==> src/rtl/mips_pkg.sv <==
// Shared register-file constants and the writeback entry type
// used by the write-port driver and its buffer.
package mips_pkg;

  localparam int REG_AW  = 5;
  localparam int REG_DW  = 32;
  localparam int REG_NUM = 32;
  localparam logic [REG_AW-1:0] REG_ZERO = '0;

  typedef struct packed {
    logic [REG_AW-1:0] addr;
    logic [REG_DW-1:0] data;
  } wb_entry_t;

endpackage

==> src/rtl/wb_fifo.sv <==
// Synchronous FIFO of writeback entries with two ordered push ports
// (port a lands before port b) and a single pop port.
module wb_fifo
  import mips_pkg::*;
#(
  parameter int DEPTH = 4,
  localparam int PW = $clog2(DEPTH),
  localparam int CW = PW + 1
) (
  input  logic                        clk,
  input  logic                        srst,
  input  logic                        push_a,
  input  wb_entry_t                   data_a,
  input  logic                        push_b,
  input  wb_entry_t                   data_b,
  input  logic                        pop,
  output wb_entry_t                   head,
  output logic [CW-1:0]               count,
  output wb_entry_t [DEPTH-1:0]       entries,
  output logic [DEPTH-1:0]            live
);

  wb_entry_t       mem [DEPTH];
  logic [PW-1:0]   rd_ptr_reg;
  logic [PW-1:0]   wr_ptr_reg;
  logic [CW-1:0]   count_reg;
  logic [CW-1:0]   n_push;

  assign n_push = CW'(push_a) + CW'(push_b);

  // Storage carries no reset; validity comes solely from the pointers and count.
  always_ff @(posedge clk) begin
    if (push_a) mem[wr_ptr_reg] <= data_a;
    if (push_b) mem[wr_ptr_reg + PW'(push_a)] <= data_b;
  end

  always_ff @(posedge clk) begin
    if (srst) begin
      rd_ptr_reg <= '0;
      wr_ptr_reg <= '0;
      count_reg  <= '0;
    end else begin
      wr_ptr_reg <= wr_ptr_reg + PW'(n_push);
      if (pop) rd_ptr_reg <= rd_ptr_reg + 1'b1;
      count_reg <= count_reg + n_push - CW'(pop);
    end
  end

  always_ff @(posedge clk) begin
    if (!srst) assert (count_reg <= CW'(DEPTH));
  end

  assign head  = mem[rd_ptr_reg];
  assign count = count_reg;

  for (genvar gi = 0; gi < DEPTH; gi++) begin : g_slot
    logic [PW-1:0] offset;
    assign offset      = PW'(gi) - rd_ptr_reg;
    assign entries[gi] = mem[gi];
    assign live[gi]    = CW'(offset) < count_reg;
  end

endmodule

==> src/rtl/wb_reg_writer.sv <==
// Register-file write-port driver: merges ALU and load writebacks in order,
// drains one write per cycle and exposes a per-register pending mask.
module wb_reg_writer
  import mips_pkg::*;
#(
  parameter int DEPTH = 4,
  parameter int AW    = REG_AW,
  parameter int DW    = REG_DW
) (
  input  logic              Clk,
  input  logic              Rst,
  input  logic              Alu_Valid,
  input  logic [AW-1:0]     Alu_Addr,
  input  logic [DW-1:0]     Alu_Data,
  output logic              Alu_Ready,
  input  logic              Mem_Valid,
  input  logic [AW-1:0]     Mem_Addr,
  input  logic [DW-1:0]     Mem_Data,
  output logic              Mem_Ready,
  output logic [AW-1:0]     Awr,
  output logic [DW-1:0]     Din,
  output logic              WrEn,
  output logic [REG_NUM-1:0] Pending,
  output logic              Busy
);

  localparam int CW = $clog2(DEPTH) + 1;

  logic [CW-1:0]          count;
  logic [CW-1:0]          free;
  logic                   mem_nz;
  logic                   alu_nz;
  logic                   push_a;
  logic                   push_b;
  logic                   pop;
  wb_entry_t              head;
  wb_entry_t [DEPTH-1:0]  entries;
  logic [DEPTH-1:0]       live;

  logic                   wr_en_reg;
  logic [AW-1:0]          awr_reg;
  logic [DW-1:0]          din_reg;

  // Ready depends only on start-of-cycle occupancy, never on a same-cycle pop.
  assign free      = CW'(DEPTH) - count;
  assign mem_nz    = Mem_Addr != REG_ZERO;
  assign alu_nz    = Alu_Addr != REG_ZERO;
  assign Mem_Ready = free >= CW'(1);
  assign Alu_Ready = (free >= CW'(2)) || ((free == CW'(1)) && !(Mem_Valid && mem_nz));

  // Writes to r0 complete the handshake but never occupy a slot.
  assign push_a = Mem_Valid && Mem_Ready && mem_nz;
  assign push_b = Alu_Valid && Alu_Ready && alu_nz;
  assign pop    = count != '0;

  wb_fifo #(.DEPTH(DEPTH)) u_fifo (
    .clk     (Clk),
    .srst    (Rst),
    .push_a  (push_a),
    .data_a  ('{addr: Mem_Addr, data: Mem_Data}),
    .push_b  (push_b),
    .data_b  ('{addr: Alu_Addr, data: Alu_Data}),
    .pop     (pop),
    .head    (head),
    .count   (count),
    .entries (entries),
    .live    (live)
  );

  always_ff @(posedge Clk) begin
    if (Rst) begin
      wr_en_reg <= 1'b0;
      awr_reg   <= '0;
      din_reg   <= '0;
    end else begin
      wr_en_reg <= pop;
      if (pop) begin
        awr_reg <= head.addr;
        din_reg <= head.data;
      end
    end
  end

  assign WrEn = wr_en_reg;
  assign Awr  = awr_reg;
  assign Din  = din_reg;
  assign Busy = pop || wr_en_reg;

  for (genvar gi = 0; gi < REG_NUM; gi++) begin : g_pend
    if (gi == 0) begin : g_zero
      assign Pending[gi] = 1'b0;
    end else begin : g_reg
      logic [DEPTH-1:0] hit;
      for (genvar gj = 0; gj < DEPTH; gj++) begin : g_hit
        assign hit[gj] = live[gj] && (entries[gj].addr == REG_AW'(gi));
      end
      assign Pending[gi] = (|hit) || (wr_en_reg && (awr_reg == AW'(gi)));
    end
  end

endmodule

==> config.mk <==
export PLATFORM = sky130hd
export DESIGN_NAME = wb_reg_writer
export DESIGN_NICKNAME = d
export VERILOG_FILES = /design/src/rtl/mips_pkg.sv /design/src/rtl/wb_fifo.sv /design/src/rtl/wb_reg_writer.sv
export SDC_FILE = /design/constraint.sdc
export NUM_CORES = 1
export LEC_CHECK = 0
export BUFFER_PORTS_ARGS = -buffer_cell sky130_fd_sc_hd__clkbuf_2
export CORE_AREA = 3 3 196 198
export DETAILED_ROUTE_END_ITERATION = 8
export DIE_AREA = 0 0 199 201
export PLACE_DENSITY_LB_ADDON = 0.1
export SKIP_LAST_GASP = 1
export SYNTH_ARGS = -nofsm -noshare
export SYNTH_HDL_FRONTEND = slang
export SYNTH_SLANG_ARGS = --single-unit
==> constraint.sdc <==
create_clock -name Clk -period 5.9 [get_ports Clk]
set_clock_uncertainty 0.1 [all_clocks]
set_input_delay 0.59 -clock Clk [delete_from_list [all_inputs] [get_ports Clk]]
set_output_delay 0.59 -clock Clk [all_outputs]
set_load 0.005 [all_outputs]
==> impl_metrics.json, run 1 <==
{
  "status": "finished clean",
  "critPathKind": "reg2reg",
  "layout.nets": 1110,
  "maxSlewViolCount": 0,
  "synthAdderAreaFrac_pct": 1.78,
  "grt_use_total_pct": 17.2,
  "layout.cells.non_filler": 1498,
  "hp-class": "reg2reg",
  "crit_buf_inv": 2,
  "post_cts_resized": 0,
  "rsz0062_at_grt": "false",
  "grt_overflow_total": 0,
  "slowest_stage": "a31o_4",
  "clk_pin_slew_ns": 0.08,
  "syn_inst": 881,
  "synth-async-reset-ratio_pct": 0,
  "setup_viol": 0,
  "final_layout_size_suffix_gt1_share_pct": 39.3,
  "ctsRootBufferMaster": "clkbuf_16",
  "critPathCaptureType": "flip-flop",
  "arrival_ns": 4.15,
  "die_area_mm2": 0.0400,
  "cts_buffer_depth": 2,
  "synth_flop_cell": "edfxtp_1",
  "startpoint": "u_fifo.count[0]$_SDFF_PP0_",
  "worst_pin_slew_ns": 0.862,
  "globalplace.congestion": 0.888,
  "antenna_found_initial": 3,
  "yosys-top-cells-area": "edfxtp_1 41%, mux2_4 10%, dfxtp_1 8.2%",
  "num_vias": 7642,
  "grt_max_degree": 46,
  "firstDrtPassIters": 5,
  "synth-simple-area-share_pct": 11.9,
  "postCtsSetupBuffers": 0,
  "vias_per_cell": 5.10,
  "reg2reg_depth": 11,
  "yosysTopAreaCell": "edfxtp_1",
  "syn_area_mm2": 0.0110,
  "start_kind": "flip-flop",
  "path_depth": 11,
  "synth-xor-area-share_pct": 0.640,
  "syn_avg_cell_area_um2": 12.4,
  "antenna_left": 0,
  "cts_made_buffers": 17,
  "crit_family": "compound AO/OA/AOI/OAI gates",
  "r2r-start": "u_fifo.count[0]$_SDFF_PP0_",
  "timing.hold.ws_ns": 0.361,
  "syn_nets": 974,
  "cp_cell_sequence": "inv_1 > ha_1 > ha_2 > or4b_2 > o211a_1 > ha_1 > nor2b_1 > o211ai_1 > a21oi_4 > buf_4 > a31o_4",
  "cts_tree": "built",
  "grt_pass1_vias": 8075,
  "dp_hpwl_um": 22100,
  "synth_compound_area_share_pct": 7.30,
  "yosys-mux-area-fraction_pct": 25.4,
  "hold_viol": 0,
  "wirelength_um": 33800,
  "insertion_delay_ns": 0.43,
  "clock.fmax_mhz": 239,
  "crit_required_ns": 5.86,
  "cp_common_cell": "ha_1",
  "drcViolationCount": 0,
  "regArea_mm2": 0.00535,
  "ys_types": 45,
  "drv_cap": 0,
  "drtIter0Drc": 434,
  "synth_edf_count": 148,
  "area_growth_pct": 16.1,
  "p_leak_nw": 4.68,
  "worstHoldPathCells": 2,
  "cts.sinks": 193,
  "synth_top_area_share_pct": 40.6,
  "slew_headroom_pct": 42.5,
  "critPathMaxStageDelay_ns": 0.63,
  "port_buffers": 149,
  "nFillCells": 3693,
  "ys_seq_area_share_pct": 48.8,
  "cts-htree-levels": 4,
  "regMostFlops": "u_fifo.mem",
  "die_h_um": 201,
  "die_x_um": 199,
  "holdBufCountCts": 0,
  "period_share_pct": 71.0,
  "ios": 151,
  "core_area_mm2": 0.0367,
  "dp.cells": 1466,
  "tns_ns": 0,
  "path_max_fanout": 37,
  "start_util_pct": 29.8,
  "largest_reg_flops": 148,
  "multi_input_area_mm2": 0.00524,
  "grt_pass1_wl_um": 51900,
  "diodes": 0,
  "num_rows": 70,
  "synth_top_family_by_area": "multiplexers",
  "wl_per_cell_um": 22.6,
  "hold_start": "Din[28]$_SDFFE_PP0N_",
  "power_density_mw_per_mm2": 527,
  "yosysWarnings": 0,
  "period_minus_slack_ns": 4.19,
  "ys_seq_elements": 193,
  "ir_worst_vdd_v": 0.000273
}
logic make-up (layout without fill, tap and decap cells):
kind of cell    Yosys count  count (layout)
mux                     185             185
flops                   193             193
other cells               1               1
simple gates            286             286
buf+inv                  70             219
fa+ha+maj                15              15
compound gates          123             123
xor+xnor                  8               8
placed cells by master, fill, tap and decap left out, drive strengths merged, types with 2 or more instances in the layout:
master / netlist / routed
nor2b: 12 / 12
mux2: 148 / 148
nand4: 2 / 2
a211oi: 7 / 7
edfxtp: 148 / 148
nor4: 6 / 6
clkbuf: 28 / 166
buf: 26 / 22
xnor2: 7 / 7
nand2: 119 / 119
a22oi: 36 / 36
mux4: 37 / 37
or4: 2 / 2
nor2: 59 / 59
nand2b: 21 / 21
a32oi: 6 / 6
a21oi: 60 / 60
nor3b: 2 / 2
clkinv: 0 / 4
dfxtp: 45 / 45
o21bai: 2 / 2
o211ai: 5 / 5
a31o: 2 / 2
ha: 14 / 14
nand3: 28 / 28
nor3: 29 / 29
o2111ai: 2 / 2
inv: 16 / 27
path summary, 6_finish.rpt:
check,end,slack (ns)
setup reg to reg,u_fifo.mem[0][26]$_DFFE_PP_,1.71
hold reg to reg,Din[28]$_SDFFE_PP0N_,0.36
setup / recovery,u_fifo.mem[0][26]$_DFFE_PP_,1.71
hold / removal,Din[28]$_SDFFE_PP0N_,0.36
synthesized netlist by cell type (16+ instances only):
cell type and n:
dfxtp_1 45, mux2_4 76, mux2_2 72, nand2_1 119, nand3_1 28, nor2_1 59, nor3_1 29, a22oi_1 36
inv_1 16, nand2b_1 21, clkbuf_1 28, mux4_2 37, edfxtp_1 148, a21oi_1 56
worst min-delay path, stage by stage (launching register included):
cell	delay, ns
dfxtp_1	0.31
nand2_1	0.06
a21oi_1	0.05
routing by layer:
| metal | vias to the layer above | part of all wire, % | GRT usage (%) |
|---|---|---|---|
| met5 | - | 0.10 | 0 |
| met1 | 3815 | 44 | 22.4 |
| li1 | 3583 | - | - |
| met4 | 6 | 1.5 | 3.92 |
| met2 | 198 | 51 | 30.0 |
| met3 | 40 | 3.7 | 2.79 |
per-stage QoR:
step | area (um^2) | setup WS, ns | util [%] | power (mW)
after floorplan | 11000 | 1.67 | - | 4.52
after global placement | 12100 | 1.67 | 33.1 | 5.66
after detailed placement | 12100 | 1.66 | 33.1 | 5.67
after CTS | 12700 | 1.63 | 34.7 | 6.83
after global routing | 12700 | 1.45 | 34.7 | 7.14
final | 12700 | 1.71 | 34.7 | 6.70
power breakdown:
group	leakage, nW	total, mW	switching, mW	internal (mW)
sequential	1.74	2.39	0.287	2.10
combinational	2.65	3.17	1.83	1.34
clock	0.287	1.14	0.578	0.564
total	4.68	6.70	2.70	4.00
area by class of cell:
cell class | instances | share of cell area (%)
inverter | 16 | 0.472
clock buffer | 17 | 3.35
multi-input combinational | 618 | 41.2
sequential | 193 | 42.1
timing repair buffer | 171 | 7.16
clock inverter | 15 | 1.12
tap | 468 | 4.60
Power figures use the tool's default switching activity.
==> inputs of run 2 (changes only) <==
ABC_AREA = 1   (was not set)
CORE_AREA = 3 3 200 202   (was 3 3 196 198)
DIE_AREA = 0 0 203 205   (was 0 0 199 201)
clock period = 3.5 ns   (was 5.9 ns; I/O delays follow)
==> run 2 against run 1 <==
Wire length grew 30%. Clock-buffer cell count increased by 3. Via count increased by 47%. Synthesized cell count rose by 67%. Hold slack worse by 0.27 ns. Critical endpoint is now Pending[2]. Largest power group unchanged.
==> impl_metrics.json, run 2 <==
{
  "slowest_stage": "nor2_1",
  "crit_family": "simple AND/OR/NAND/NOR gates",
  "drcViolationCount": 0,
  "synth_flop_cell": "edfxtp_1",
  "crit_buf_inv": 4,
  "worst_pin_slew_ns": 0.802,
  "grt_use_total_pct": 20.7,
  "hp-class": "in2reg",
  "p_leak_nw": 5.66,
  "vias_per_cell": 5.32,
  "holdBufCountCts": 0,
  "rsz0062_at_grt": "true",
  "seqPwrFrac_pct": 31.2,
  "globalplace.congestion": 0.931,
  "period_share_pct": 94.3,
  "hold_viol": 0,
  "nFillCells": 4122,
  "yosys-top-cells-area": "edfxtp_1 39%, nand2_1 17%, nand4_1 10%",
  "wl_per_cell_um": 20.9,
  "layout_common_cells": "518 x nand2_1, 190 x nand4_1, 149 x clkbuf_2",
  "grt_overflow_total": 0,
  "die_x_um": 203,
  "comb_power_share_pct": 53.5,
  "regMostFlops": "u_fifo.mem",
  "critPathCaptureType": "primary output",
  "clock_power_share_pct": 15.2,
  "syn_inst": 1469,
  "netlist_top_cells_count": "522 x nand2_1, 190 x nand4_1, 148 x edfxtp_1",
  "grt_pass1_vias": 10400,
  "port_buffers": 149,
  "start_kind": "flip-flop",
  "num_vias": 11200,
  "cts.sinks": 193,
  "setup_viol": 0,
  "ios": 151,
  "yosysWarnings": 0,
  "clock.fmax_mhz": 303,
  "grt_max_degree": 53,
  "cts_made_buffers": 17,
  "synth.most_common_cell": "nand2_1",
  "ys_seq_area_share_pct": 46.8,
  "clk_pin_slew_ns": 0.07,
  "area_growth_pct": 15.8,
  "insertion_delay_ns": 0.43,
  "synth_top_area_share_pct": 38.9,
  "timing.hold.ws_ns": 0.0887,
  "diodes": 0,
  "cp_common_cell": "nand2_1",
  "maxSlewViolCount": 0,
  "yosysTopAreaCell": "edfxtp_1",
  "cts_buffer_depth": 2,
  "slew_headroom_pct": 46.5,
  "syn_nets": 1562,
  "period_minus_slack_ns": 3.30,
  "ys_seq_elements": 193,
  "antenna_found_initial": 0,
  "die_h_um": 205,
  "cts-htree-levels": 4,
  "postCtsSetupBuffers": 0,
  "dp.cells": 2073,
  "cp_cell_sequence": "nand2_1 > clkinv_1 > nor2_1 > inv_1 > ha_1 > nand2_1 > nand2_1 > nand2_1 > inv_1 > nor2_1 > a21oi_1 > nand2_1 > clkbuf_2",
  "ir_worst_vdd_v": 0.000871,
  "antenna_left": 0,
  "grt_pass1_wl_um": 65900,
  "drtIter0Drc": 1214,
  "num_rows": 72,
  "core_area_mm2": 0.0385,
  "drv_cap": 0,
  "crit_required_ns": 3.05,
  "dp_hpwl_um": 28000,
  "firstDrtPassIters": 5,
  "p_int_mw": 6.59,
  "cts_tree": "built",
  "status": "finished clean",
  "layout.nets": 1667,
  "p_sw_mw": 6.47,
  "arrival_ns": 2.85,
  "syn_area_mm2": 0.0114,
  "layout.cells.non_filler": 2105,
  "largest_reg_flops": 148,
  "critPathMaxStageDelay_ns": 0.43,
  "final_common_cell": "nand2_1",
  "wirelength_um": 44000,
  "syn_avg_cell_area_um2": 7.78,
  "final_layout_size_suffix_gt1_share_pct": 15.8,
  "path_max_fanout": 6,
  "synth-async-reset-ratio_pct": 0,
  "start_util_pct": 29.7,
  "p_total_mw": 13.1,
  "die_area_mm2": 0.0416,
  "ctsRootBufferMaster": "clkbuf_16",
  "power_density_mw_per_mm2": 987,
  "ys_types": 36,
  "sw_frac_of_total_pct": 49.6,
  "critPathKind": "reg2out",
  "tns_ns": 0,
  "synth_edf_count": 148
}
-- run 2: changes by cell type after synthesis, sizes merged, moves of 37 or more --
cell	delta
nand4	+188
buf	+49
nand2	+406
o21ai	+39
nor2	+89
inv	+50
mux2	-148
mux4	-37
-- run 2: final timing paths --
path                                          start                     endpoint  slack (ns)  cells after the start
setup / recovery  u_fifo.rd_ptr_reg[0]$_SDFFE_PP0N_                   Pending[2]        0.20                     13
hold / removal                                  Rst   u_fifo.count[1]$_SDFF_PP0_        0.09                      2
setup reg to reg         u_fifo.count[0]$_SDFF_PP0_  u_fifo.mem[1][27]$_DFFE_PP_        0.27                     15
hold reg to reg         u_fifo.mem[2][30]$_DFFE_PP_         Din[30]$_SDFFE_PP0N_        0.39                      2
-- run 2: cell type report --
class,count,area [um^2],area share (%)
clock buffer,20,467,3.53
clock inverter,12,119,0.898
inverter,68,258,1.95
multi-input combinational,1102,5290,40.0
sequential,193,5350,40.4
tap,518,648,4.90
timing repair buffer,192,1100,8.35
-- run 2: metrics by stage --
step / utilization [%] / worst slack, ns / area [um^2]
after CTS: 34.4 / 0.123 / 13200
after floorplan: - / 0.0311 / 11400
after global placement: 32.8 / 0.278 / 12600
after detailed placement: 32.8 / 0.231 / 12600
final: 34.4 / 0.198 / 13200
after global routing: 34.4 / -0.0249 / 13200
-- run 2: worst reg2reg max path, cell delays in order, from the launching register on --
cell and delay [ns]:
dfxtp_1 0.38, inv_1 0.11, ha_1 0.21, ha_1 0.29, inv_1 0.06, nor2_1 0.08
nand3_1 0.09, nand3_1 0.13, inv_1 0.08, ha_1 0.21, xnor2_2 0.31, inv_1 0.17
nor2_4 0.14, nand3_2 0.11, nand2_2 0.13, buf_4 0.29
-- run 2: cell families after synthesis --
| group | Yosys count | synth area share (%) |
|---|---|---|
| simple gates | 947 | 36.7 |
| fa+ha+maj | 15 | 1.71 |
| other cells | 1 | 0.0328 |
| xor+xnor | 4 | 0.372 |
| buf+inv | 174 | 7.44 |
| flops | 193 | 46.8 |
| compound gates | 135 | 6.99 |
-- run 2: power by group through the flow --
stage / clock (mW) / combinational (mW) / sequential (mW)
floorplan: 0 / 4.40 / 4.03
global placement: 0 / 6.94 / 4.13
detailed placement: 0 / 6.96 / 4.13
CTS: 2.04 / 6.96 / 4.08
global route: 2.13 / 7.69 / 4.17
finish: 1.99 / 6.99 / 4.08
-- run 2: per-layer routing --
layer	up-vias	share of wire (%)	global-route usage [%]
met5	-	0	0
met4	0	1.7	4.88
met3	52	6.1	2.65
met2	467	46	33.1
met1	5376	46	29.9
li1	5303	-	-
-- run 2: what timing repair did --
action | 4_1_cts | 5_1_grt
endpoints found under the setup margin | 0 | 94
resized for setup | 0 | 5
hold endpoints to repair | 0 | 0
==> inputs of run 3 (changes only) <==
CORE_AREA = 3 3 164 246   (was 3 3 200 202)
DIE_AREA = 0 0 167 249   (was 0 0 203 205)
==> run 3 against run 2 <==
Non-clock buffer count is 1 higher. Global-route usage is 0.64 points higher. Register-to-register slack better by 0.03 ns. Hold slack worse by 0.019 ns. Clock-buffer cell count is 6 higher. Critical path type unchanged. Critical endpoint is now Pending[26].
==> impl_metrics.json, run 3 (synthesized netlist as in run 2, its figures left out) <==
{
  "status": "finished clean",
  "largest_reg_flops": 148,
  "num_vias": 11000,
  "arrival_ns": 2.88,
  "p_sw_mw": 6.37,
  "final_layout_size_suffix_gt1_share_pct": 15.8,
  "sw_frac_of_total_pct": 48.9,
  "rsz0062_at_grt": "true",
  "path_max_fanout": 12,
  "wl_per_cell_um": 21.7,
  "maxSlewViolCount": 0,
  "postCtsSetupBuffers": 0,
  "cp_cell_sequence": "inv_1 > ha_1 > nor2_1 > nand2_1 > nand2_1 > inv_1 > nand4_1 > nand4_1 > clkbuf_2",
  "grt_max_degree": 85,
  "globalplace.congestion": 0.945,
  "layout_common_cells": "516 x nand2_1, 190 x nand4_1, 149 x clkbuf_2",
  "power_density_mw_per_mm2": 982,
  "antenna_found_initial": 3,
  "comb_power_share_pct": 53.3,
  "grt_overflow_total": 0,
  "firstDrtPassIters": 5,
  "drtIter0Drc": 858,
  "die_area_mm2": 0.0416,
  "dp.cells": 2051,
  "p_total_mw": 13.0,
  "placed_area_mm2": 0.0126,
  "die_x_um": 167,
  "drv_cap": 0,
  "ctsRootBufferMaster": "clkbuf_16",
  "start_kind": "flip-flop",
  "crit_buf_inv": 3,
  "die_h_um": 249,
  "dp_hpwl_um": 30800,
  "fin_util_pct": 34.5,
  "cts.sinks": 193,
  "critPathKind": "reg2out",
  "grt_use_total_pct": 21.4,
  "critPathMaxStageDelay_ns": 0.50,
  "crit_required_ns": 3.05,
  "period_share_pct": 95.2,
  "hold_viol": 0,
  "regMostFlops": "u_fifo.mem",
  "grt_pass1_vias": 10900,
  "hp-class": "in2reg",
  "vias_per_cell": 5.28,
  "crit_family": "simple AND/OR/NAND/NOR gates",
  "layout.cells.non_filler": 2084,
  "period_minus_slack_ns": 3.33,
  "port_buffers": 149,
  "area_growth_pct": 16.0,
  "holdBufCountCts": 0,
  "slowest_stage": "dfxtp_1",
  "drcViolationCount": 0,
  "grt_pass1_wl_um": 67500,
  "wirelength_um": 45100,
  "ios": 151,
  "start_util_pct": 29.7,
  "clock.fmax_mhz": 300,
  "p_leak_nw": 5.68,
  "final_common_cell": "nand2_1",
  "slew_headroom_pct": 44.0,
  "cts_made_buffers": 17,
  "critPathCaptureType": "primary output",
  "layout.nets": 1668,
  "p_int_mw": 6.65,
  "clk_pin_slew_ns": 0.07,
  "design_area_mm2": 0.0133,
  "clock_power_share_pct": 15.2,
  "insertion_delay_ns": 0.45,
  "core_area_mm2": 0.0384,
  "antenna_left": 0,
  "cts_buffer_depth": 2,
  "cts-htree-levels": 4,
  "setup_viol": 0,
  "ir_worst_vdd_v": 0.000534,
  "seqPwrFrac_pct": 31.5,
  "worst_pin_slew_ns": 0.839,
  "cts_tree": "built",
  "num_rows": 88,
  "timing.hold.ws_ns": 0.0701
}
[run 3: path summary, 6_finish.rpt]
path                                     startpoint                     endpoint  slack [ns]  cells past startpoint
hold reg to reg         u_fifo.mem[2][21]$_DFFE_PP_         Din[21]$_SDFFE_PP0N_        0.38                      2
setup reg to reg         u_fifo.count[0]$_SDFF_PP0_  u_fifo.mem[3][21]$_DFFE_PP_        0.30                     14
hold / removal                                  Rst   u_fifo.count[1]$_SDFF_PP0_        0.07                      2
setup / recovery  u_fifo.rd_ptr_reg[1]$_SDFFE_PP0N_                  Pending[26]        0.17                      9
[run 3: through the flow]
stage,setup slack (ns),TNS (ns)
3_3_place_gp,0.259,0
5_1_grt,-0.0216,-0.0238
4_1_cts,0.0840,0
6_report,0.167,0
2_1_floorplan,0.0311,0
3_5_place_dp,0.246,0
[run 3: power groups by stage]
stage / Sequential [mW] / Clock (mW) / Combinational [mW]
finish: 4.10 / 1.98 / 6.94
global route: 4.19 / 2.10 / 7.68
CTS: 4.11 / 2.02 / 7.05
detailed placement: 4.16 / 0 / 7.03
global placement: 4.15 / 0 / 6.99
floorplan: 4.03 / 0 / 4.40
[run 3: final cells by class]
class | instances | area, um^2
fillers | 4074 | 25200
flip-flops and latches | 193 | 5350
multi-input cells | 1102 | 5300
repair buffers | 193 | 1140
well taps | 495 | 619
clock buffers | 26 | 543
inverters | 68 | 258
clock inverters | 6 | 41.3
diodes | 1 | 2.50
[run 3: worst reg2reg max path: stages (launching register included)]
cell and delay [ns]:
dfxtp_1 0.38, inv_1 0.11, ha_1 0.21, ha_1 0.29
inv_1 0.06, nor2_1 0.08, nand3_1 0.09, nand3_1 0.14
inv_1 0.08, ha_1 0.40, inv_1 0.14, nor2_4 0.15
nand3_2 0.10, nand2_2 0.36, buf_12 0.21
[run 3: layer usage]
layer | up-vias | wire length, um | GRT usage [%]
met1 | 5254 | 17200 | 23.6
li1 | 5304 | - | -
met2 | 347 | 23800 | 39.4
met4 | 6 | 2140 | 11.2
met3 | 100 | 1990 | 3.05
met5 | - | 47 | 0
[run 3: timing repair]
item / 4_1_cts / 5_1_grt
setup endpoints to repair: 8 / 34
resized for setup: 2 / 3
pin swaps: 0 / 0
